### src/rtl/instr_reg_ctrl.sv
// rtl/instr_reg_ctrl.sv - write arbiter and playback sequencer for instr_register
module instr_reg_ctrl #(
  parameter int OP_W   = 32,
  parameter int OPC_W  = 4,
  parameter int ADDR_W = 5,
  parameter int DEPTH  = 32
) (
  input  logic              clk,
  input  logic              reset_n,
  input  logic              req0,
  input  logic              req1,
  input  logic [OPC_W-1:0]  opc0,
  input  logic [OPC_W-1:0]  opc1,
  input  logic [OP_W-1:0]   a0,
  input  logic [OP_W-1:0]   a1,
  input  logic [OP_W-1:0]   b0,
  input  logic [OP_W-1:0]   b1,
  output logic              gnt0,
  output logic              gnt1,
  input  logic              clear,
  input  logic              start,
  output logic              load_en,
  output logic [ADDR_W-1:0] write_pointer,
  output logic [ADDR_W-1:0] read_pointer,
  output logic [OPC_W-1:0]  opcode,
  output logic [OP_W-1:0]   operand_a,
  output logic [OP_W-1:0]   operand_b,
  output logic              rd_valid,
  output logic              done,
  output logic [ADDR_W:0]   count,
  output logic              full,
  output logic              busy
);

  localparam int              CNT_W   = ADDR_W + 1;
  localparam logic [CNT_W-1:0] DEPTH_C = CNT_W'(DEPTH);

  typedef enum logic [1:0] {IDLE, PLAY, DONE} state_t;

  state_t           state;
  logic             last;       // most recently granted requester (1 => req0 wins next tie)
  logic             grant_ok;
  logic             xfer;
  logic [CNT_W-1:0] last_idx;

  // Grants only while idle with room and no higher-priority command; held low in reset
  assign grant_ok = reset_n && (state == IDLE) && !full && !start && !clear;
  assign gnt0     = grant_ok && req0 && (!req1 || last);
  assign gnt1     = grant_ok && req1 && (!req0 || !last);
  assign xfer     = gnt0 | gnt1;
  assign last_idx = count - CNT_W'(1);

  // Single FSM: arbitration bookkeeping in IDLE, pointer sweep in PLAY, pulse in DONE
  always_ff @(posedge clk or negedge reset_n) begin
    if (!reset_n) begin
      state         <= IDLE;
      last          <= 1'b1;
      count         <= '0;
      full          <= 1'b0;
      load_en       <= 1'b0;
      write_pointer <= '0;
      read_pointer  <= '0;
      opcode        <= '0;
      operand_a     <= '0;
      operand_b     <= '0;
      rd_valid      <= 1'b0;
      done          <= 1'b0;
      busy          <= 1'b0;
    end else begin
      load_en <= 1'b0;
      unique case (state)
        IDLE: begin
          if (clear) begin
            // Bookkeeping only; the register array keeps its contents
            count <= '0;
            full  <= 1'b0;
          end else if (start) begin
            busy <= 1'b1;
            if (count != '0) begin
              state        <= PLAY;
              rd_valid     <= 1'b1;
              read_pointer <= '0;
            end else begin
              state <= DONE;
              done  <= 1'b1;
            end
          end else if (xfer) begin
            opcode        <= gnt0 ? opc0 : opc1;
            operand_a     <= gnt0 ? a0 : a1;
            operand_b     <= gnt0 ? b0 : b1;
            write_pointer <= count[ADDR_W-1:0];
            load_en       <= 1'b1;
            count         <= count + CNT_W'(1);
            full          <= (count == DEPTH_C - CNT_W'(1));
            last          <= gnt1;
          end
        end
        PLAY: begin
          if ({1'b0, read_pointer} == last_idx) begin
            state        <= DONE;
            rd_valid     <= 1'b0;
            done         <= 1'b1;
            read_pointer <= '0;
          end else begin
            read_pointer <= read_pointer + ADDR_W'(1);
          end
        end
        DONE: begin
          state <= IDLE;
          done  <= 1'b0;
          busy  <= 1'b0;
        end
        default: state <= IDLE;
      endcase
    end
  end

endmodule

### config.mk
export PLATFORM = sky130hd
export DESIGN_NAME = instr_reg_ctrl
export DESIGN_NICKNAME = d
export VERILOG_FILES = /design/src/rtl/instr_reg_ctrl.sv
export SDC_FILE = /design/constraint.sdc
export NUM_CORES = 1
export LEC_CHECK = 0
export CORE_MARGIN = 1
export CORE_UTILIZATION = 57
export CTS_CLUSTER_DIAMETER = 120
export CTS_CLUSTER_SIZE = 25
export DETAILED_ROUTE_END_ITERATION = 12
export DONT_BUFFER_PORTS = 1
export PLACE_DENSITY = 0.72
export SETUP_SLACK_MARGIN = 0.2
export SLEW_MARGIN = 30
export SYNTH_ARGS = -nofsm -noshare
export SYNTH_HDL_FRONTEND = slang
export SYNTH_SLANG_ARGS = --single-unit
### constraint.sdc
create_clock -name clk -period 2.7 [get_ports clk]
set_input_delay 0.675 -clock clk [delete_from_list [all_inputs] [get_ports clk]]
set_output_delay 0.675 -clock clk [all_outputs]
set_load 0.05 [all_outputs]
# Yosys cells after proc, flatten, opt, wreduce, memory -nomap -nowiden

Cells that the tools add are included.

Flip-flop bits (word level): 92
Bits of input ports: 142
Output and inout port bits: 91
Word-level logic and storage cells: 94

$add $sub $neg: 3
Equal/unequal tests: 10
Muxes and demuxes: 36
Bitwise gates (word level): 3
Reductions and logical operators: 29

Operators with widths:

| cell                  | number |
|---|---|
| $mux W32              | 2 |
| $mux W5               | 4 |
| $mux W6               | 3 |
| $mux W1               | 17 |
| $ne A2 B2 Y1 const B  | 5 |
| $pmux W5 S2           | 1 |
| $reduce_and A5 Y1     | 2 |
| $reduce_and A3 Y1     | 3 |
| $logic_and A1 B1 Y1   | 8 |
| $mux W2               | 4 |
| $reduce_and A4 Y1     | 2 |
| $add A6 B1 Y6 const B | 1 |
| $eq A5 B6 Y1          | 1 |
| $eq A6 B5 Y1 const B  | 1 |
| $logic_not A1 Y1      | 6 |
| $reduce_bool A2 Y1    | 3 |
| $reduce_bool A6 Y1    | 1 |
| $sub A6 B1 Y6 const B | 1 |
| $add A5 B1 Y5 const B | 1 |
| $mux W4               | 1 |
| $pmux W1 S2           | 2 |
| $pmux W2 S2           | 1 |
| $pmux W1 S3           | 1 |
| $reduce_bool A3 Y1    | 1 |
| 7 further kinds       | 9 |

# Longest topological paths before layout

Gate-level depths: netlist of the first run.

Depth after elaboration: 12
Depth in mapped cells: 9
Depth with buffers taken out: 7

# Worst setup path after synthesis of the first run

No wires, ideal clock.

Path kind: register to output
From: register full
To: output port gnt0
Data arrival time: 1815 ps
Setup slack: 210 ps
Cell stages (with the launch flop): 8
Buffers on the path: 3
Cell sequence: dfrtp_1 > nor4_4 > and2_1 > nand3_1 > buf_2 > buf_6 > buf_6 > inv_1

Longest elaborated chain between the ends: 6

Ends and longest elaborated chain:

| item                              | RTL line | text |
|---|---|---|
| from (decl)                       | 31       | `output logic full,` |
| from (signal assigned)            | 94       | `full <= (count == DEPTH_C - CNT_W'(1));` |
| $logic_not A1 Y1                  | 47       | `assign grant_ok = reset_n && (state == IDLE) && !full && !start && !clear;` |
| $logic_and A1 B1 Y1 (3 in series) | 47       |  |
| $logic_and A1 B1 Y1 (2 in series) | 48       | `assign gnt0 = grant_ok && req0 && (!req1 \|\| last);` |
| to (decl)                         | 18       | `output logic gnt0,` |

Every way passes these cells.

# Final worst setup path of the first run

From: register state[1]
To: output port gnt1

Longest elaborated chain between the ends: 7

Ends and longest elaborated chain:

| item                              | RTL line | text |
|---|---|---|
| from (decl)                       | 40       | `state_t state;` |
| from (signal assigned)            | 56       | `state <= IDLE;` |
| from (signal assigned)            | 80       | `state <= PLAY;` |
| from (signal assigned)            | 84       | `state <= DONE;` |
| $logic_not A2 Y1                  | 47       |  |
| $logic_and A1 B1 Y1 (4 in series) | 47       |  |
| $logic_and A1 B1 Y1 (2 in series) | 49       | `assign gnt1 = grant_ok && req1 && (!req0 \|\| !last);` |
| to (decl)                         | 19       | `output logic gnt1,` |

Every way passes these cells.

==> qor.yml, run 1 <==
insertion_delay_ns: 0.35
via_per_inst: 5.81
clkTransAtPathRegs_ns: 0.09
dr.pass1.iters: 4
yosysUniqueCellTypes: 43
fillCellCount: 615
crit_type: "register to output pin"
cp-start-kind: "register"
cp_cell_sequence: "nor4_4 -> and2_1 -> and3_1 -> buf_4"
drv_slew: 0
fin_skew_ns: 0.0100
die_w_um: 90.4
antenna_left: 0
clock_path_buffers: 2
hold_violations: 0
ys_ff_latch: 92
whs_ns: 0.166
fin_crit_ns: 2.38
cts_made_buffers: 9
end_kind: "output pin"
layout-drive-gt1-share_pct: 10.6
grt_max_degree: 72
synthAdderAreaFrac_pct: 1.12
dieArea_mm2: 0.00818
h-tree-depth: 3
wl_per_cell_um: 18.3
critical_path_buf_inv_count: 1
setup_violations: 0
grt_pass1_wl_mm: 15.9
syn_nets: 588
outcome: "finished, final reports clean"
synthTopCellsByCount: "nand2_1 (93), dfrtp_1 (91), mux2i_1 (68)"
route.detailed.drc: 0
antenna_found_initial: 0
place_congestion: 0.846
ys_async_sr_fraction_pct: 100
wirelength_mm: 10.0
startpoint: "state[1]"
yosys-mux-area-fraction_pct: 15.3
place.port_buffers: 0
core_area_mm2: 0.00741
hpwl_mm: 7.14
timing.slew.headroom_pct: 50.3
slowest_delay_ns: 0.48
p_per_area_mw_per_mm2: 1230
cts.sinks: 92
finalNetCount: 592
path_max_fanout: 8
synth_top_area_cell: "dfrtp_1"
grt_overflow: 0
num_antenna_cells: 0
synth_area_mm2: 0.00446
via_count: 3193
seq_area_frac_synth_pct: 51.7
root_buffer: "clkbuf_8"
ir_drop_mv: 0.620
hp-class: "input port to asynchronous set/reset pin"
setup_tns_ns: 0
start_util_pct: 60.2
synth_compound_area_share_pct: 12.4
yosysWarningCount: 0
die_y_um: 90.4
maxCapViolations: 0
ys.flop_type: "dfrtp_1"
synth_cells: 442
rows: 31
yosysMostFrequentCell: "nand2_1"
synthSimpleGateAreaFrac_pct: 13.5
area_delta_synth_final_pct: 9.07
finalCritPeriodShare_pct: 88.2
yosys-top-cells-area: "dfrtp_1 (51%), mux2i_1 (15%), nand2_1 (7.8%)"
yosys.area_share.xor_xnor_pct: 1.97
crit_family: "simple AND/OR/NAND/NOR gates"
fmax_mhz: 420
cp_slowest_cell: "dfrtp_2"
synth_area_per_cell_um2: 10.1
synth_edf_count: 0
drtIter0Drc: 152
worstMarginPinSlew_ns: 0.743
p_leak_nw: 2.64
rsz0062_at_grt: "no"
cts_tree: "done"
reg2reg_from: "count[1]"
io_pins: 233
grt_usage_pct: 24.9
synth_top_family_by_area: "multiplexers"
grt_pass1_vias: 3084
required_ns: 2.03
synth_top_area_share_pct: 51.1
cp.arrival_ns: 1.71
## cell families after synthesis
kind of cell / count (synthesis)
muxes: 68
xor gates and xnor gates: 10
and+or+nand+nor: 132
DFF: 92
AOI/OAI and AO/OA: 99
adders and majority gates: 4
buffers and inverters: 37
## metrics by stage
stage | utilization, % | instances | total power (W) | worst slack [ns] | instance area [µm²]
after detailed placement | 62.3 | 528 | 0.00513 | 0.515 | 4610
final | 65.6 | 550 | 0.00596 | 0.318 | 4860
after global routing | 65.6 | 550 | 0.00625 | 0.235 | 4860
after floorplan | - | 442 | 0.00477 | 0.210 | 4460
after CTS | 65.5 | 549 | 0.00599 | 0.257 | 4850
after global placement | 62.3 | 528 | 0.00506 | 0.522 | 4610
## per-layer routing
layer / vias up / GRT usage, % / wire length, µm
met5: - / 0 / 0
met4: 0 / 7.53 / 116
met3: 9 / 5.22 / 656
met2: 157 / 43.3 / 5270
met1: 1494 / 31.1 / 4000
li1: 1533 / - / -
## registers in the layout (all words and copies together) (netlist names)
register and cells:
rd_valid 1, load_en 1, done 1, write_pointer 5, opcode 4, operand_b 32
read_pointer 5, last 1, operand_a 32, state 2, full 1, busy 1
count 6
## layout by cell type, fill, tap and decap left out, types with 3 or more instances in the layout
cell type / synthesis / final
nand2_1: 93 / 93
dfrtp_1: 91 / 90
mux2i_1: 68 / 68
o21ai_0: 67 / 67
buf_4: 2 / 15
o21ai_1: 9 / 9
clkbuf_8: 0 / 9
xor2_1: 8 / 8
nor2_1: 8 / 8
inv_1: 7 / 7
a21oi_1: 7 / 7
o31ai_1: 5 / 5
nand3_1: 7 / 5
ha_1: 4 / 4
nor2b_1: 3 / 3
nand2b_1: 3 / 3
nand4_1: 3 / 3
dlygate4sd3_1: 0 / 3
buf_12: 0 / 3
## cell type report
class | count | area (µm²) | share of cell area, %
Clock buffer | 9 | 124 | 2.55
Clock inverter | 7 | 51.3 | 1.06
Tap cell | 99 | 124 | 2.55
Inverter | 8 | 30.0 | 0.618
Multi-Input combinational cell | 313 | 2000 | 41.1
Timing Repair Buffer | 22 | 230 | 4.74
Sequential cell | 92 | 2300 | 47.4
## power by group
group	total, W	switching [W]	internal [W]
registers	0.00409	0.00221	0.00188
clock network	0.000831	0.000493	0.000338
logic	0.00104	0.000641	0.000402
total	0.00596	0.00334	0.00262
## worst paths after layout
| path | cells after the start | end | slack, ns |
|---|---|---|---|
| max reg2reg | 7 | read_pointer[2] | 0.43 |
| min in group clk | 1 | full | 0.41 |
| min reg2reg | 1 | last | 0.52 |
| max in group asynchronous | 1 | state[1] | 1.36 |
| min | 0 | last | 0.17 |
| max | 4 | gnt1 | 0.32 |
## repair_timing
action,in CTS,in global routing
pin swaps,1,0
setup buffers,1,1
endpoints found under the setup margin,2,2
endpoints found under the hold margin,56,0
resized for setup,1,0
hold buffers,4,0
(Power assumes the default switching activity.)
==> run 2: changes to the inputs <==
--- a/config.mk
+++ b/config.mk
@@ -7,11 +7,11 @@
 export LEC_CHECK = 0
 export CORE_MARGIN = 1
 export CORE_UTILIZATION = 57
-export CTS_CLUSTER_DIAMETER = 120
+export CTS_CLUSTER_DIAMETER = 150
 export CTS_CLUSTER_SIZE = 25
 export DETAILED_ROUTE_END_ITERATION = 12
 export DONT_BUFFER_PORTS = 1
-export PLACE_DENSITY = 0.72
+export PLACE_DENSITY = 0.75
 export SETUP_SLACK_MARGIN = 0.2
 export SLEW_MARGIN = 30
 export SYNTH_ARGS = -nofsm -noshare
==> constraint.sdc (replaced) <==
create_clock -name clk -period 2.1 [get_ports clk]
set_input_delay 0.525 -clock clk [delete_from_list [all_inputs] [get_ports clk]]
set_output_delay 0.525 -clock clk [all_outputs]
set_load 0.05 [all_outputs]
==> run 2 against run 1 <==
Against the previous run:
- the flow now finishes with violations (hold timing, setup timing)
- utilization rose by 3.2 points
- sequential power increased by 27%
- first-iteration DRC count down 26%
- critical path type unchanged
- setup slack got worse by 0.33 ns
- die area stayed put
- flip-flop and latch count unchanged
- final area grew 4.9%
- routed wire length grew 4.2%
- clock-buffer cell count increased by 1
- worst hold slack got worse by 0.31 ns
- combinational power grew 50%
==> qor.yml, run 2 (synthesis results as in run 1) <==
grt_pass1_vias: 3263  # +5.8%
finalCritPeriodShare_pct: 101
fin_crit_ns: 2.11
area_delta_synth_final_pct: 14.5
clock_path_buffers: 2  # unchanged
end_kind: "output pin"
hold_violations: 91  # +91
fmax_mhz: 473
swShare_pct: 53.8  # -2.3 points
cts.sinks: 92  # unchanged
layout-drive-gt1-share_pct: 16.7  # +6.1 points
maxCapViolations: 0  # unchanged
grt_max_degree: 94  # +31%
die_y_um: 90.4  # unchanged
final_common_cell: "nand2_1"
io_pins: 233  # unchanged
drtIter0Drc: 113  # -26%
dr.pass1.iters: 4  # unchanged
fin_skew_ns: 0.0141  # +0.00405 ns
met1_usage_pct: 29.7  # -1.4 points
outcome: "finished with violations"
total_power_w: 0.00803  # +35%
place_area_mm2: 0.00473  # +2.6%
finalNetCount: 602  # +1.7%
route.detailed.drc: 0  # unchanged
p_per_area_mw_per_mm2: 1570  # +28%
crit_type: "register to output pin"
cp.arrival_ns: 1.59  # -0.12 ns
whs_ns: -0.141  # -0.308 ns
worstMarginPinSlew_ns: 0.532  # -0.210 ns
cts_tree: "done"
p_switching_w: 0.00432  # +29%
dieArea_mm2: 0.00818  # unchanged
start_util_pct: 60.2  # unchanged
die_w_um: 90.4  # unchanged
cp-start-kind: "register"
finalNonFillerCells: 559  # +1.6%
p_leak_nw: 2.69  # +1.9%
pwr-share-seq_pct: 64.5  # -4.1 points
grt_pass1_wl_mm: 16.1  # +1.6%
wirelength_mm: 10.5  # +4.2%
via_per_inst: 5.84  # +0.64%
drv_slew: 0  # unchanged
required_ns: 1.57  # -0.46 ns
setup_violations: 1  # +1
timing.slew.headroom_pct: 64.5  # +14 points
insertion_delay_ns: 0.35  # about the same
postLayoutCellArea_mm2: 0.00510  # +4.9%
core_area_mm2: 0.00741  # unchanged
place.port_buffers: 0  # unchanged
rsz0062_at_grt: "yes"
h-tree-depth: 3  # unchanged
hp-class: "input port to asynchronous set/reset pin"
violations: "hold timing, setup timing"
place_congestion: 0.836  # -1.2%
path_max_fanout: 2  # -6
antenna_found_initial: 0  # unchanged
wl_per_cell_um: 18.7  # +2.6%
antenna_left: 0  # unchanged
pwr-share-clk_pct: 16.1  # +2.2 points
final_critical_path_setup_slack_ns: -0.0144  # -0.332 ns
ir_drop_mv: 0.816  # +32%
num_antenna_cells: 0  # unchanged
final_cell_mix: "nand2_1 (93), dfrtp_1 (86), mux2i_1 (64), o21ai_0 (62), buf_4 (26)"
fillCellCount: 573  # -6.8%
grt.busiest_layer: "met2"
grt_usage_pct: 25.2  # +0.34 points
grt_use_met3_pct: 5.13  # -0.084 points
place_inst: 537  # +1.7%
rows: 31  # unchanged
p_comb_share_pct: 19.4  # +1.9 points
hpwl_mm: 7.50  # +5.0%
cts_made_buffers: 9  # unchanged
root_buffer: "clkbuf_8"
p_int_w: 0.00371  # +42%
setup_tns_ns: -0.0144  # -0.0144 ns
clkTransAtPathRegs_ns: 0.09  # about the same
top_regs: "operand_a (32), operand_b (32), count (6)"
gr-usage-met2_pct: 45.2  # +2.0 points
place_ws_ns: 0.159  # -0.356 ns
grt_overflow: 0  # unchanged
via_count: 3266  # +2.3%
==> run 2: cell types whose count changed in the layout (fill, tap and decap cells not counted), sizes merged <==
cell	change
clkinvlp	+1
bufinv	+2
dlygate4sd3	-3
clkbuf	+2
inv	-1
buf	+12
clkinv	-4
==> run 2: repair_timing <==
item                       4_1_cts  5_1_grt
gates resized for setup          4       18
hold endpoints to repair        91       91
setup buffers                    2        4
setup endpoints to repair        3       38
pin swaps                        4        6
gates cloned                     0        1
==> run 2: final timing paths <==
path | from | cells past startpoint | end | slack (ns)
worst max-delay path | state[1] | 4 | gnt1 | -0.01
worst min-delay path | reset_n | 0 | count[3] | -0.14
worst max register to register | count[1] | 6 | done | 0.25
worst min register to register | last | 1 | last | 0.52
max in group asynchronous | reset_n | 0 | last | 2.00
min in group clk | clear | 1 | full | 0.26
==> run 2: routing by layer <==
metal	share of wire [%]	wire length, µm	up-vias
met5	0	0	-
met4	1.6	167	0
met3	6.0	633	12
met2	54	5610	166
met1	39	4060	1538
li1	-	-	1550
==> run 2: layout make-up <==
type	count	area (µm²)	share of cell area, %
sequential	92	2310	45.3
multi-input combinational	313	2100	41.1
timing repair buffer	32	319	6.25
clock buffer	10	128	2.50
tap	99	124	2.43
clock inverter	5	86.3	1.69
inverter	8	36.3	0.711
==> run 2: critical path, stage by stage, from the launching register on <==
cell and delay (ns):
dfrtp_1 0.41, nor4_4 0.30, and2_4 0.20, and3_4 0.18
buf_12 0.13
==> run 2: metrics by stage <==
step | hold WS (ns) | util (%)
floorplan | 0.229 | -
finish | -0.141 | 68.9
global placement | 0.232 | 63.9
detailed placement | 0.232 | 63.9
CTS | -0.162 | 67.2
global route | -0.171 | 68.9
==> run 2: power by group through the flow <==
stage,Combinational (W),Sequential [W],Clock (W)
final,0.00156,0.00518,0.00130
after detailed placement,0.00146,0.00523,0
after floorplan,0.000957,0.00523,0
after global routing,0.00176,0.00525,0.00139
after CTS,0.00149,0.00520,0.00132
after global placement,0.00139,0.00521,0
